$ cat src/rtl/ram_dp_be_clr.sv
// Simple-dual-port RAM with byte-lane writes, optional registered read,
// selectable collision bypass and a hardware clear engine that zeroes the array.
module ram_dp_be_clr #(
    parameter int unsigned WIDTH  = 8,
    parameter int unsigned DEPTH  = 16,
    parameter int unsigned LANE   = 8,
    parameter int unsigned RD_REG = 0,
    parameter int unsigned BYPASS = 1,
    parameter int unsigned AW     = $clog2(DEPTH)
) (
    input  logic                    clk,
    input  logic                    rst,
    input  logic                    clr,
    input  logic                    we,
    input  logic [WIDTH/LANE-1:0]   be,
    input  logic [AW-1:0]           addr_wr,
    input  logic [WIDTH-1:0]        data_wr,
    input  logic [AW-1:0]           addr_rd,
    output logic [WIDTH-1:0]        data_rd,
    output logic                    busy,
    output logic                    wr_drop
);

    localparam int unsigned NB = WIDTH / LANE;

    typedef enum logic {StClear, StIdle} state_e;

    state_e           state_q;
    logic [AW-1:0]    clr_ptr_q;
    logic [WIDTH-1:0] mem [DEPTH];

    logic             wr_in_range;
    logic             rd_in_range;
    logic             wr_acc;
    logic             collide;
    logic [WIDTH-1:0] stored;
    logic [WIDTH-1:0] merged;
    logic [WIDTH-1:0] rd_word;

    assign wr_in_range = 32'(addr_wr) < DEPTH;
    assign rd_in_range = 32'(addr_rd) < DEPTH;
    assign wr_acc      = ~busy & we & wr_in_range;
    assign collide     = wr_acc & (addr_wr == addr_rd);
    assign stored      = rd_in_range ? mem[addr_rd] : '0;

    always_comb begin
        merged = stored;
        for (int i = 0; i < NB; i++) begin
            if (be[i]) merged[i*LANE +: LANE] = data_wr[i*LANE +: LANE];
        end
    end

    always_comb begin
        rd_word = '0;
        if (!busy && rd_in_range) begin
            rd_word = (BYPASS != 0 && collide) ? merged : stored;
        end
    end

    // Clear engine: busy is a registered copy of "state is StClear".
    always_ff @(posedge clk or posedge rst) begin
        if (rst) begin
            state_q   <= StClear;
            clr_ptr_q <= '0;
            busy      <= 1'b1;
            wr_drop   <= 1'b0;
        end else begin
            wr_drop <= we & (busy | ~wr_in_range);
            if (clr) begin
                state_q   <= StClear;
                clr_ptr_q <= '0;
                busy      <= 1'b1;
            end else if (state_q == StClear) begin
                if (clr_ptr_q == AW'(DEPTH - 1)) begin
                    state_q   <= StIdle;
                    clr_ptr_q <= '0;
                    busy      <= 1'b0;
                end else begin
                    clr_ptr_q <= clr_ptr_q + 1'b1;
                end
            end
        end
    end

    always_ff @(posedge clk) begin
        if (state_q == StClear) begin
            mem[clr_ptr_q] <= '0;
        end else if (wr_acc) begin
            for (int i = 0; i < NB; i++) begin
                if (be[i]) mem[addr_wr][i*LANE +: LANE] <= data_wr[i*LANE +: LANE];
            end
        end
    end

    if (RD_REG != 0) begin : g_rd_reg
        logic [WIDTH-1:0] rd_q;
        always_ff @(posedge clk or posedge rst) begin
            if (rst) rd_q <= '0;
            else     rd_q <= rd_word;
        end
        assign data_rd = rd_q;
    end else begin : g_rd_async
        assign data_rd = rd_word;
    end

endmodule

$ cat config.mk
export PLATFORM = sky130hd
export DESIGN_NAME = ram_dp_be_clr
export DESIGN_NICKNAME = d
export VERILOG_FILES = /design/src/rtl/ram_dp_be_clr.sv
export SDC_FILE = /design/constraint.sdc
export NUM_CORES = 1
export LEC_CHECK = 0
export CORE_ASPECT_RATIO = 2
export CORE_MARGIN = 3
export CORE_UTILIZATION = 55
export CTS_BUF_LIST = sky130_fd_sc_hd__clkbuf_2 sky130_fd_sc_hd__clkbuf_4 sky130_fd_sc_hd__clkbuf_8
export DETAILED_ROUTE_END_ITERATION = 10
export PLACE_DENSITY = 0.79
export SLEW_MARGIN = 20
export SYNTH_ARGS = -nofsm -noshare
export SYNTH_HDL_FRONTEND = slang
export SYNTH_SLANG_ARGS = --single-unit
$ cat constraint.sdc
create_clock -name clk -period 3.29 [get_ports clk]
set_input_delay 0.658 -clock clk [delete_from_list [all_inputs] [get_ports clk]]
set_output_delay 0.658 -clock clk [all_outputs]
set_load 0.01 [all_outputs]
After elaboration in Yosys (flattened, before gate mapping)
Memories as Yosys holds them, arrays and structs flattened. Index checks and enable logic that the tools add are counted.

Register bits after elaboration: 7. Bits in writable memories: 128. Output and inout bits: 10. Word-level logic and storage cells: 36. Memories kept: 1.

Add/subtract/negate cells: 1. Equality and inequality tests: 3. Mux-type cells: 20. Bitwise gates (word level): 4. Reductions and logical operators: 3.

Memory list: mem (words 16, width 8, rd ports 1, clocked after memory_dff 0, write ports 1, RTL line 30) `logic [WIDTH-1:0] mem [DEPTH];`.

Operator list (count): $mux W8 (4); $mux W4 (4); $mux W1 (12); $reduce_or A8 Y1 (1); $add A4 B1 Y4 const B (1); $eq A4 B4 Y1 (1); $eq A4 B4 Y1 const B (1); $and A1 B1 Y1 (3); $ne A2 B2 Y1 const B (1); $reduce_and A2 Y1 (1); $reduce_bool A2 Y1 (1); $not A1 Y1 (1).

Depth between registers and ports, before layout
Depth after elaboration: 7. Depth in mapped cells: 6.

Worst setup path after synthesis
OpenSTA, ideal clock, no wires.

Path type: input to output. Start point: in addr_rd[0]. End point: out data_rd[2]. Arrival time: 1994 ps. Setup slack: 638 ps. Stages: 6. Path through: buf_6 buf_6 mux4_1 a22oi_1 a21oi_1 mux2_2.

Cells in the longest elaborated chain, start to end: 4. Elaborated cells between the ends (all ways): 6. Those cells by class: eq/ne: 1; mux: 3; bitwise: 1; memory: 1.

Ends and longest elaborated chain: from (decl) (RTL line 18) `input logic [AW-1:0] addr_rd,`; $mem_v2 Z16 W8 or $eq A4 B4 Y1 (tied branches); $mux W8 or $and A1 B1 Y1 (tied branches) (RTL line 49, 43); $mux W8 * (RTL line 56) `rd_word = (BYPASS != 0 && collide) ? merged : stored;`; $mux W8 * (RTL line 55) `if (!busy && rd_in_range) begin`; to (decl) (RTL line 19) `output logic [WIDTH-1:0] data_rd,`.

Every way passes the cells marked *; elsewhere a longest branch is shown, timed or not.

Worst setup path after layout
Start point: in addr_rd[0]. End point: out data_rd[4].

Same word-level chain as after synthesis.

==> flow_metrics.py <==
metrics = {
    "layout": {
        "layout.nets": 387,
        "register_area_sq_um": 4020,
        "fill_cells": 654,
        "n_antenna_cell": 0,
        "fin_util": 0.690,
        "drive_gt1_frac": 0.284,
        "multiInputGateArea_sq_um": 1470,
        "area_delta_synth_final_pct": 21.5,
    },
    "route": {
        "drt-total-wl_microns": 12000,
        "dr_wl_met2_microns": 6450,
        "dr_total_vias": 3102,
        "wl_met3_microns": 785,
        "m1WireLength_microns": 4180,
        "initialDrtViolationCount": 264,
        "via_per_inst": 6.09,
        "drc": 0,
        "maxUsedRoutingLayer": "met4",
        "antenna_violating_nets_post_route": 0,
        "wire_per_inst_microns": 23.5,
        "first_pass_iters": 4,
    },
    "floorplan": {
        "die_height_microns": 148,
        "initial_core_util": 0.568,
        "die_area_sq_um": 11500,
        "placementRows": 51,
        "core_sq_um": 9830,
        "num_io_pins": 31,
        "die_x_microns": 77.2,
    },
    "timing": {
        "relSlewSlack": 0.325,
        "setup_viol": 0,
        "rsz0062_at_grt": "false",
        "finClkSkew_ps": 13.2,
        "hold_viol": 0,
        "clock.fmax_mhz": 311,
        "post-route-period-util": 0.977,
        "holdWs_ps": 454,
        "maxSlewViolCount": 0,
        "tightest_slew_ps": 1010,
        "setup_ws_ps": 75.3,
        "tns_ps": 0,
        "period_needed_ps": 3210,
    },
    "worst_setup_path": {
        "crit_path_max_incr_delay_ps": 660,
        "path_common_cell": "buf_4",
        "required_ps": 2630,
        "rrSetupSlack_ps": 640,
        "crit_chain": "buf_4, buf_4, mux4_1, a22oi_1, a21oi_1, mux2_2, dlygate4sd2_1",
        "critPathBufInv": 3,
        "cp_slowest_cell": "mux4_1",
        "reg2reg_depth": 4,
        "path_delay_family": "multiplexers",
        "worstPathArrival_ps": 2560,
        "end_kind": "primary output",
        "worst-path-stages": 7,
        "start_kind": "input port",
        "crit_type": "in -> out",
        "path_max_fanout": 6,
    },
    "clock_network": {
        "insertion_delay_ps": 440,
        "cts.path.max_buffers": 2,
        "htree_levels": 4,
        "root_buffer": "clkbuf_8",
        "clkSlewWorstSetupHoldPaths_ps": 80,
        "cts.sinks": 135,
        "cts_tree": "done",
        "cts_buffers": 17,
    },
    "yosys": {
        "avgSynthCellArea_sq_um": 19.2,
        "synth_cell_types": 32,
        "synth_nets": 313,
        "seq_area_frac_synth": 0.721,
        "ys_ff_latch": 135,
        "netlist_area_sq_um": 5580,
        "yosys_warnings": 0,
        "netlist_instances": 291,
    },
    "placed_design": {
        "place_ws_ps": -204,
        "gp_congestion": 0.842,
        "portBuffers": 30,
        "dp_hpwl_microns": 7970,
    },
    "power": {
        "irDropWorstVdd_mv": 0.424,
        "cellPowerDensity_nw_per_um2": 532,
        "leakagePower_nw": 2.63,
        "power.total_mw": 3.60,
    },
    "global_routing": {
        "antenna_found_initial": 0,
        "grt_pass1_wl_microns": 18300,
        "grt_overflow": 0,
        "grt_pass1_vias": 3251,
        "grt_max_degree": 17,
        "grtUsageTotal": 0.225,
    },
    "hold_path": {
        "hold_path_class": "in -> async",
    },
    "run_status": {
        "outcome": "finished clean",
    },
    "run": {
        "cap_viol_max_count": 0,
    },
}
[Yosys cell counts]
cell,instances,area [sq um]
nor2_1,24,90.1
dfrtp_1,6,150
nand2_1,2,7.51
nor3_2,1,10.0
a32oi_1,2,17.5
nand3_1,2,10.0
buf_1,1,3.75
nor3_1,2,10.0
nand2b_1,1,6.26
and2_1,10,62.6
mux2i_1,2,20.0
nand4_1,1,6.26
xnor2_1,5,43.8
mux4_1,16,420
mux4_2,16,360
dfstp_2,1,26.3
nor2b_1,4,25.0
nor3b_1,2,15.0
buf_6,4,45.0
a31oi_1,7,43.8
o21ai_0,1,5.00
inv_1,5,18.8
a21o_1,1,7.51
and4b_1,1,10.0
edfxtp_1,128,3840
ha_1,1,12.5
clkbuf_2,1,5.00
a22oi_1,16,120
buf_2,3,15.0
a21oi_1,10,50.1
clkbuf_1,7,26.3
mux2_2,8,90.1
[final timing paths]
check,from,end
max,addr_rd[0],data_rd[4]
min,rst,clr_ptr_q[2]
max reg2reg,busy,mem[2][5]
min reg2reg,busy,busy
max in group asynchronous,rst,busy
min in group clk,busy,busy
[timing repair]
action                     CTS  global route
setup endpoints to repair    8             4
pin swaps                    3             2
setup buffers               10             1
gates resized for setup     31             1
gates cloned                 1             0
hold buffers                 0             0
[power breakdown]
group | leakage [nW] | internal [mW] | total (mW) | switching, mW
logic | 0.940 | 0.108 | 0.219 | 0.110
clock network | 0.212 | 0.829 | 1.48 | 0.648
registers | 1.48 | 1.89 | 1.91 | 0.0139
[cell usage in the layout, fill, tap and decap left out, types with 8 or more instances in the layout]
cell type	instances
a21oi_1	10
a22oi_1	12
and2_1	10
buf_4	35
clkbuf_8	17
clkdlybuf4s50_1	14
dlygate4sd2_1	11
edfxtp_1	128
mux2_2	8
mux4_1	15
mux4_2	17
nor2_1	24
[state kept, by name, summed over array words and instances (netlist names)]
signal	count
busy	1
mem	128
clr_ptr_q	4
wr_drop	1
state_q	1
[kinds of logic (layout without fill, tap and decap cells)]
family          Yosys count  after routing  share of synthesized area
flops                   135            135                      0.721
simple gates             50             50                     0.0453
mux                      42             42                      0.160
compound gates           37             37                     0.0437
buf+inv                  21            107                     0.0204
xor+xnor                  5              5                    0.00785
fa+ha+maj                 1              1                    0.00224
[metrics by stage]
stage	cell area (sq um)	std cells
2_1_floorplan	5580	291
5_1_grt	6780	509
3_3_place_gp	6220	466
4_1_cts	6770	508
3_5_place_dp	6220	466
6_report	6780	509
[final cells by class]
cell class / instances / share of cell area
Timing Repair Buffer: 71 / 0.0992
Sequential cell: 135 / 0.593
Clock buffer: 17 / 0.0345
Clock inverter: 14 / 0.0294
Tap cell: 132 / 0.0244
Multi-Input combinational cell: 135 / 0.217
Inverter: 5 / 0.00277
[layer usage]
layer  vias to the layer above  track usage
met5                         -            0
met4                         0        0.138
met3                        39       0.0521
met2                       166        0.381
met1                      1547        0.258
li1                       1350            -
[worst register-to-register path, cell delays in order, from the launching register on]
cell and delay, ps:
dfstp_2 720, and4b_1 380, nor3b_1 240, a31oi_1 120, nor2_1 800
(Power assumes the default switching activity.)
